===== config.mk =====
export PLATFORM = sky130hd
export DESIGN_NAME = apb_fsm_controller
export DESIGN_NICKNAME = d
export VERILOG_FILES = /design/src/rtl/apb_fsm_controller.sv
export SDC_FILE = /design/constraint.sdc
export NUM_CORES = 1
export LEC_CHECK = 0
export ABC_AREA = 1
export CORE_MARGIN = 3
export CORE_UTILIZATION = 30
export CTS_BUF_LIST = sky130_fd_sc_hd__clkbuf_4 sky130_fd_sc_hd__clkbuf_8
export DETAILED_ROUTE_END_ITERATION = 10
export PLACE_DENSITY_LB_ADDON = 0.12
export SYNTH_ARGS = -nofsm -noshare
export SYNTH_HDL_FRONTEND = slang
export SYNTH_SLANG_ARGS = --single-unit

===== constraint.sdc =====
create_clock -name Hclk -period 1.6 [get_ports Hclk]
set_input_delay 0.32 -clock Hclk [delete_from_list [all_inputs] [get_ports Hclk]]
set_output_delay 0.32 -clock Hclk [all_outputs]
set_load 0.02 [all_outputs]

===== src/rtl/apb_fsm_controller.sv =====
// APB master-side sequencer for the AHB-to-APB bridge: IDLE/SETUP/ACCESS control
// toward three peripheral regions, AHB stall via Hreadyout, and a PREADY timeout.
module apb_fsm_controller #(
  parameter int ADDR_W         = 32,
  parameter int DATA_W         = 32,
  parameter int TIMEOUT_CYCLES = 16,
  parameter int CNT_W          = 8
) (
  input  logic              Hclk,
  input  logic              Hreset,
  input  logic              valid,
  input  logic [ADDR_W-1:0] Haddr1,
  input  logic              Hwritereg,
  input  logic [DATA_W-1:0] Hwdata,
  input  logic              Pready,
  output logic [2:0]        Pselx,
  output logic              Penable,
  output logic              Pwrite,
  output logic [ADDR_W-1:0] Paddr,
  output logic [DATA_W-1:0] Pwdata,
  output logic              Hreadyout,
  output logic              timeout_pulse
);

  typedef enum logic [1:0] {IDLE, SETUP, ACCESS} state_t;

  // Count value seen in the last permitted ACCESS cycle; only meaningful when the timeout is enabled.
  localparam logic [CNT_W-1:0] CNT_LAST = CNT_W'(TIMEOUT_CYCLES - 1);

  state_t           state, state_d;
  logic [CNT_W-1:0] cnt;
  logic             expire;
  logic [2:0]       sel;

  function automatic logic [2:0] sel_decode(input logic [1:0] region);
    case (region)
      2'b00:   sel_decode = 3'b001;
      2'b01:   sel_decode = 3'b010;
      2'b10:   sel_decode = 3'b100;
      default: sel_decode = 3'b000;
    endcase
  endfunction

  assign sel = sel_decode(Paddr[27:26]);

  always_comb begin
    state_d   = state;
    Pselx     = 3'b000;
    Penable   = 1'b0;
    expire    = 1'b0;
    Hreadyout = 1'b0;
    case (state)
      IDLE: begin
        Hreadyout = !valid;
        if (valid) state_d = SETUP;
      end
      SETUP: begin
        Pselx   = sel;
        state_d = ACCESS;
      end
      ACCESS: begin
        Pselx   = sel;
        Penable = 1'b1;
        // A same-cycle Pready wins over expiry, so no pulse is raised then.
        expire  = !Pready && (TIMEOUT_CYCLES != 0) && (cnt == CNT_LAST);
        if (Pready || expire) begin
          state_d   = IDLE;
          Hreadyout = 1'b1;
        end
      end
      default: state_d = IDLE;
    endcase
    // Keep the AHB side moving while the bridge is held in reset.
    if (Hreset) Hreadyout = 1'b1;
  end

  always_ff @(posedge Hclk) begin
    if (Hreset) begin
      state         <= IDLE;
      cnt           <= '0;
      Paddr         <= '0;
      Pwrite        <= 1'b0;
      Pwdata        <= '0;
      timeout_pulse <= 1'b0;
    end else begin
      state         <= state_d;
      timeout_pulse <= expire;
      if (state == IDLE && valid) begin
        Paddr  <= Haddr1;
        Pwrite <= Hwritereg;
        Pwdata <= Hwdata;
      end
      if (state == SETUP)
        cnt <= '0;
      else if (state == ACCESS && !Pready && !expire)
        cnt <= cnt + CNT_W'(1);
    end
  end

endmodule


==> out/metrics.csv, run 1 <==
metric,value,unit
Post-Synthesis Cells,390,
critical path class,reg2out,
DIE HEIGHT,105,um
final setup violation count,4,
largest family of logic cells by synthesized area,simple AND/OR/NAND/NOR gates,
post-synthesis mux area share,0,%
clock buffer depth,2,
HPWL after detailed placement,6020,um
top post-synthesis cells by count,"nor2_1, dfxtp_1, o21ai_0, nand2_1, o21ai_1",
Cell Rows,35,
actual slew at the worst max-slew pin,0.597,ns
Cell variety after synth,21,
Leakage,2.23,nW
failing checks,setup timing,
gpl congestion,0.799,
ANT nets after route,0,
"FF+latch count, synth",76,
CP Launch Type,flop,
Post-synth EDFFs,0,
CP cell instances,"inv_2, ha_4, nor3b_4, buf_6",
Clk pwr share,24.2,%
Ports,140,
CORE AREA,9330,sq um
Async SR Flop Fraction,0,%
peak supply drop,0.653,mV
Crit path max-delay family,flip-flops,
DRT iter0 DRCs,63,
Tot Pwr,6.79,mW
CP arrival,1.33,ns
Worst setup EP type,output port,
Required @ worst endpoint,1.28,ns
routed vias,3032,
area of the multi-input gates,1320,sq um
First-pass DRT Iterations,4,
first-pass GRT wire length,14100,um
"CTS clk-pin slew, worst paths",0.08,ns
largest net degree at the start of global routing,68,
RSZ-0062 raised after global routing,yes,
Storage cell area,1530,sq um
grt total ovfl,0,
Max-Cap Viols,0,
PwrDens,1380,nW/um^2
sequential share of power,36.4,%
NetSw,2.42,mW
DRC,0,
CP Max Fanout,3,
total negative slack,-0.0861,ns
PortBufs,139,
dpl cells,664,
fin crit share,103,%
Period minus WS final,1.65,ns
Initial Utilization,31.3,%
H-tree levels,3,
dominant cell by count in the synthesized netlist,nor2_1,
CP max-delay cell,dfxtp_2,
final hold vios,0,
Hold Crit Class,reg2reg,
final cell count without fillers,683,
Post-Synth Adder-Cell Area,2.14,%
cell taking the most area after synthesis,dfxtp_1,
Clock Skew,0.00496,ns
Post-DP Area,4640,sq um
Die Wd,105,um
DP Worst Slack,-0.286,ns
total die area,10900,sq um
Min Hold Slack,0.479,ns
syn_nets,464,
Vias/cell,4.44,
layout cell share with drive strength beyond 1,14.8,%
Max Clock Freq,0.606,GHz
Gate power share,39.5,%
Clock Sinks,76,
later-pin clock latency in the skew report,0.33,ns
final design utilization,52.7,%
Buf/Inv on CP,2,
xor and xnor area share after synthesis,0.600,%
Max Slew Vio Count,0,
Compound-Gate Fraction of Synth Area,13.6,%
P_int,4.37,mW
Routed WL per cell,12.6,um
vias in the first global route,2938,
worst setup margin,-0.0500,ns
CTS root buf,clkbuf_8,
TritonCTS buffer count,9,
Synth Flop Type,dfxtp_1,
Global Route Usage Sum,15.6,%
outcome,finished with violations,
post-synthesis area per instance,7.48,sq um
Area Growth Syn to Fin,68.4,%
initial antenna violation count,0,
Routed WL,8580,um
"top cells by area, synth","dfxtp_1, nor2_1, o21ai_0",
CTS tree,built,
Mapped Area,2920,sq um
antenna fix cells,0,
synth warn,0,
max incr delay on CP,0.34,ns
Slew HR,60.2,%
fill cell count,939,
"Seq/Total Area, Yosys",52.1,%
sw frac,35.6,%
Simple-Gate Fraction of Synth Area,25.6,%
NumNets Final,623,
Final Cell Area,4910,sq um
share of the synthesized area in the top cell type,52.1,%
## power by group through the flow
stage,logic (mW),registers [mW],clock network (mW)
global placement,2.80,2.50,0
global route,2.94,2.52,1.79
CTS,2.67,2.47,1.70
detailed placement,2.83,2.51,0
floorplan,0.971,2.95,0
finish,2.68,2.47,1.64
## registers in the layout, indices dropped and copies added, names as in the netlist
name           cells
Pwdata            32
timeout_pulse      1
Paddr             32
Pwrite             1
state              2
cnt                8
## cell usage in the layout, fill, tap and decap left out, drive strengths merged, types with 5 or more instances in the layout
cell,n
buf,37
a21oi,8
o21ai,71
nand3,9
nand2,29
dfxtp,76
dlygate4sd2,64
nor2,149
inv,17
clkdlybuf4s50,68
clkbuf,10
ha,5
## final timing paths
check / to / slack, ns / start / cells past startpoint
min: Paddr[8]$_SDFFE_PP0P_ / 0.48 / Paddr[8]$_SDFFE_PP0P_ / 2
min reg2reg: Paddr[8]$_SDFFE_PP0P_ / 0.48 / Paddr[8]$_SDFFE_PP0P_ / 2
max reg2reg: state[0]$_SDFFE_PP0P_ / 0.15 / state[0]$_SDFFE_PP0P_ / 10
max: Pselx[0] / -0.05 / state[0]$_SDFFE_PP0P_ / 4
## layer usage
metal / track usage (%) / share of wire, % / vias to the layer above
li1: - / - / 1552
met1: 18.7 / 43 / 1375
met5: 0 / 0 / -
met2: 26.4 / 48 / 98
met3: 5.50 / 7.9 / 7
met4: 4.87 / 0.83 / 0
## cells by family after synthesis
group           Yosys count
buf+inv                  39
fa+ha+maj                 5
compound gates           79
flops                    76
simple gates            189
xor+xnor                  2
## area by class of cell
| cell class | instances | share of cell area, % |
|---|---|---|
| inverters | 16 | 1.22 |
| well taps | 129 | 3.28 |
| clock inverters | 6 | 1.76 |
| multi-input cells | 275 | 26.8 |
| repair buffers | 171 | 33.1 |
| clock buffers | 10 | 2.80 |
| flip-flops and latches | 76 | 31.1 |
## worst min-delay path, stage by stage, from the launching register on
cell and delay (ns):
dfxtp_1 0.33, nor2_1 0.04, nor2_1 0.08
## what timing repair did
item                                   in CTS  in global routing
pin swaps                                   7                  4
resized for setup                         114                 10
buffers inserted                            3                  0
endpoints found under the hold margin       0                  0
hold buffers                                0                  0
setup endpoints to repair                  78                 16
gates cloned                                0                  0
(Power assumes the default switching activity.)
==> inputs of run 2 (changes only) <==
--- a/config.mk
+++ b/config.mk
@@ -5,11 +5,11 @@
 export SDC_FILE = /design/constraint.sdc
 export NUM_CORES = 1
 export LEC_CHECK = 0
-export ABC_AREA = 1
 export CORE_MARGIN = 3
 export CORE_UTILIZATION = 30
 export CTS_BUF_LIST = sky130_fd_sc_hd__clkbuf_4 sky130_fd_sc_hd__clkbuf_8
 export DETAILED_ROUTE_END_ITERATION = 10
+export GPL_TIMING_DRIVEN = 1
 export PLACE_DENSITY_LB_ADDON = 0.12
 export SYNTH_ARGS = -nofsm -noshare
 export SYNTH_HDL_FRONTEND = slang
==> out/metrics.csv, run 2 <==
metric,value,unit,change
routed vias,2951,,-2.7%
Clock Skew,0.00894,ns,+0.00399 ns
post-cts hold buffer count,0,,unchanged
Crit path max-delay family,flip-flops,,
dpl cells,634,,-4.5%
"commonest non-fill, non-tap cell in the layout",nand2_1,,
Synth Flop Type,dfxtp_1,,
initial antenna violation count,0,,unchanged
CP cell instances,"nor4_4, a31oi_1, o211ai_1, buf_4",,
"top cells by area, synth","dfxtp_1, nand2_1, a21oi_1",,
later-pin clock latency in the skew report,0.34,ns,about the same
reg2reg path depth,6,,-4
Gate power share,36.8,%,-2.7 points
CTS tree,built,,
Hold Crit Class,reg2reg,,
sw frac,34.3,%,-1.3 points
DRC,0,,unchanged
largest net degree at the start of global routing,78,,+15%
CTS root buf,clkbuf_8,,
outcome,finished with violations,,
clock buffer depth,2,,unchanged
syn_nets,434,,-6.5%
Post-Synthesis Cells,360,,-7.7%
First-pass DRT Iterations,4,,unchanged
Die Wd,105,um,+0.22%
ANT nets after route,0,,unchanged
Routed WL,8410,um,-2.0%
top post-synthesis cells by count,"nand2_1, dfxtp_1, a21oi_1, clkbuf_1, buf_2",,
Leakage,2.21,nW,-0.90%
Ports,140,,unchanged
vias in the first global route,2702,,-8.0%
Period minus WS final,1.78,ns,+0.133 ns
largest registers,"Paddr (32), Pwdata (32), cnt (8)",,
final setup violation count,4,,unchanged
gpl congestion,0.767,,-4.0%
PortBufs,139,,unchanged
NetSw,2.11,mW,-13%
Buf/Inv on CP,1,,-1
CP Max Fanout,2,,-1
Max Clock Freq,0.561,GHz,-7.5%
Max Slew Vio Count,0,,unchanged
sequential share of power,37.6,%,+1.2 points
worst setup margin,-0.183,ns,-0.133 ns
Initial Utilization,31.3,%,about the same
FF-to-FF End,cnt[7]$_SDFFE_PP0P_,,
hold endpoint,Pwdata[16]$_SDFFE_PP0P_,,
Cell variety after synth,36,,+71%
Tot Pwr,6.16,mW,-9.3%
HPWL after detailed placement,5840,um,-3.0%
Cell Rows,35,,unchanged
"FF+latch count, synth",76,,unchanged
antenna fix cells,0,,unchanged
final cell count without fillers,650,,-4.8%
post-synthesis area per instance,8.14,sq um,+8.8%
dominant cell by count in the synthesized netlist,nand2_1,,
CP Launch Type,flop,,
final hold vios,0,,unchanged
CP arrival,1.46,ns,+0.13 ns
Routed WL per cell,12.9,um,+3.0%
FF-to-FF setup slack,0.08,ns,-0.07 ns
synth warn,0,,unchanged
Slew HR,75.9,%,+16 points
hold depth,2,,unchanged
PwrDens,1270,nW/um^2,-8.3%
peak supply drop,0.802,mV,+23%
"Seq/Total Area, Yosys",51.9,%,-0.24 points
critical path class,reg2out,,
Post-synth EDFFs,0,,unchanged
Mapped Area,2930,sq um,+0.47%
failing checks,setup timing,,
max incr delay on CP,0.35,ns,about the same
Max-Cap Viols,0,,unchanged
NumNets Final,591,,-5.1%
Worst setup EP type,output port,,
actual slew at the worst max-slew pin,0.362,ns,-0.236 ns
total die area,11000,sq um,+0.44%
Clock Sinks,76,,unchanged
share of the synthesized area in the top cell type,51.9,%,-0.24 points
P_int,4.05,mW,-7.4%
Min Hold Slack,0.451,ns,-0.0282 ns
layout cell share with drive strength beyond 1,12.9,%,-1.9 points
"CTS clk-pin slew, worst paths",0.08,ns,about the same
Critical R2R Launch,state[1]$_SDFFE_PP0P_,,
Clk pwr share,25.6,%,+1.4 points
first-pass GRT wire length,13400,um,-4.7%
most frequent cells in the layout,"nand2_1, dfxtp_1, a21oi_1",,
Global Route Usage Sum,14.9,%,-0.74 points
fin crit share,111,%,+8.3 points
TritonCTS buffer count,9,,unchanged
RSZ-0062 raised after global routing,yes,,
DRT iter0 DRCs,100,,+59%
grt total ovfl,0,,unchanged
CP max-delay cell,dfxtp_2,,
CORE AREA,9370,sq um,+0.47%
Required @ worst endpoint,1.28,ns,about the same
Hold Crit Start,Pwdata[16]$_SDFFE_PP0P_,,
H-tree levels,3,,unchanged
cell taking the most area after synthesis,dfxtp_1,,
Area Growth Syn to Fin,65.9,%,
Vias/cell,4.54,,+2.3%
Async SR Flop Fraction,0,%,unchanged
DIE HEIGHT,105,um,+0.22%
[run 2: changes by cell type after synthesis, moves of 5 or more]
cell	change
nand3_1	-6
inv_1	-8
o21ai_1	-23
o21ai_0	-44
nand2_1	+110
clkbuf_1	+5
buf_2	-5
a21oi_1	+60
nor2_1	-145
[run 2: logic make-up (layout without fill, tap and decap cells)]
logic type               after synthesis  after routing  synth area share (%)
AO/OA/AOI/OAI                         82             82                  15.1
multiplexers                           3              3                  1.02
flip-flops                            76             76                  51.9
buffers and inverters                 27            188                  3.76
adder cells (fa/ha/maj)                5              5                  2.13
AND/OR/NAND/NOR                      167            167                  26.1
[run 2: metrics by stage]
| stage | setup TNS, ns | area (sq um) | worst slack [ns] | utilization [%] |
|---|---|---|---|---|
| after floorplan | 0 | 2930 | 0.0615 | - |
| after global placement | -1.41 | 4670 | -0.480 | 49.8 |
| after detailed placement | -1.53 | 4670 | -0.474 | 49.8 |
| after CTS | -0.731 | 4810 | -0.221 | 51.3 |
| after global routing | -0.529 | 4860 | -0.245 | 51.9 |
| final | -0.237 | 4860 | -0.183 | 51.9 |
[run 2: layout make-up]
type	count	area (sq um)
clock buffer	9	124
fill	931	4510
tap	129	161
inverter	5	23.8
sequential	76	1530
multi-input combinational	257	1340
clock inverter	6	87.6
timing repair buffer	168	1600
[run 2: power groups by stage]
| stage | clock network, mW | registers (mW) | logic, mW |
|---|---|---|---|
| finish | 1.58 | 2.31 | 2.27 |
| global route | 1.72 | 2.35 | 2.47 |
| CTS | 1.64 | 2.30 | 2.27 |
| detailed placement | 0 | 2.36 | 2.42 |
| global placement | 0 | 2.34 | 2.41 |
| floorplan | 0 | 2.68 | 0.881 |
[run 2: per-layer routing]
metal	part of all wire [%]	vias up	GRT usage, %
li1	-	1516	-
met1	44	1319	18.9
met2	45	108	22.7
met3	10	8	6.49
met4	1.2	0	4.97
met5	0	-	0
[run 2: repair_timing]
item                       CTS  global route
setup endpoints to repair   67            16
resized for setup           87            20
hold endpoints to repair     0             0
setup buffers                1             0
pin swaps                    3             2
[run 2: worst register-to-register path, stage by stage, from the launching register on]
cell      delay [ns]
dfxtp_2         0.35
buf_4           0.11
ha_2            0.17
buf_6           0.13
nand4b_4        0.09
or4_4           0.48
a21boi_2        0.13
[run 2: worst max-delay path by stage]
| stage | cells past startpoint | slack, ns | endpoint | startpoint |
|---|---|---|---|---|
| 2_1_floorplan | 3 | 0.06 | Pselx[0] | state[0]$_SDFFE_PP0P_ |
| 5_1_grt | 4 | -0.24 | Hreadyout | cnt[6]$_SDFFE_PP0P_ |
| 6_report | 4 | -0.18 | Hreadyout | cnt[6]$_SDFFE_PP0P_ |
| 3_5_place_dp | 4 | -0.47 | Hreadyout | valid |
| 3_3_place_gp | 4 | -0.48 | Hreadyout | valid |
| 4_1_cts | 4 | -0.22 | Hreadyout | cnt[6]$_SDFFE_PP0P_ |
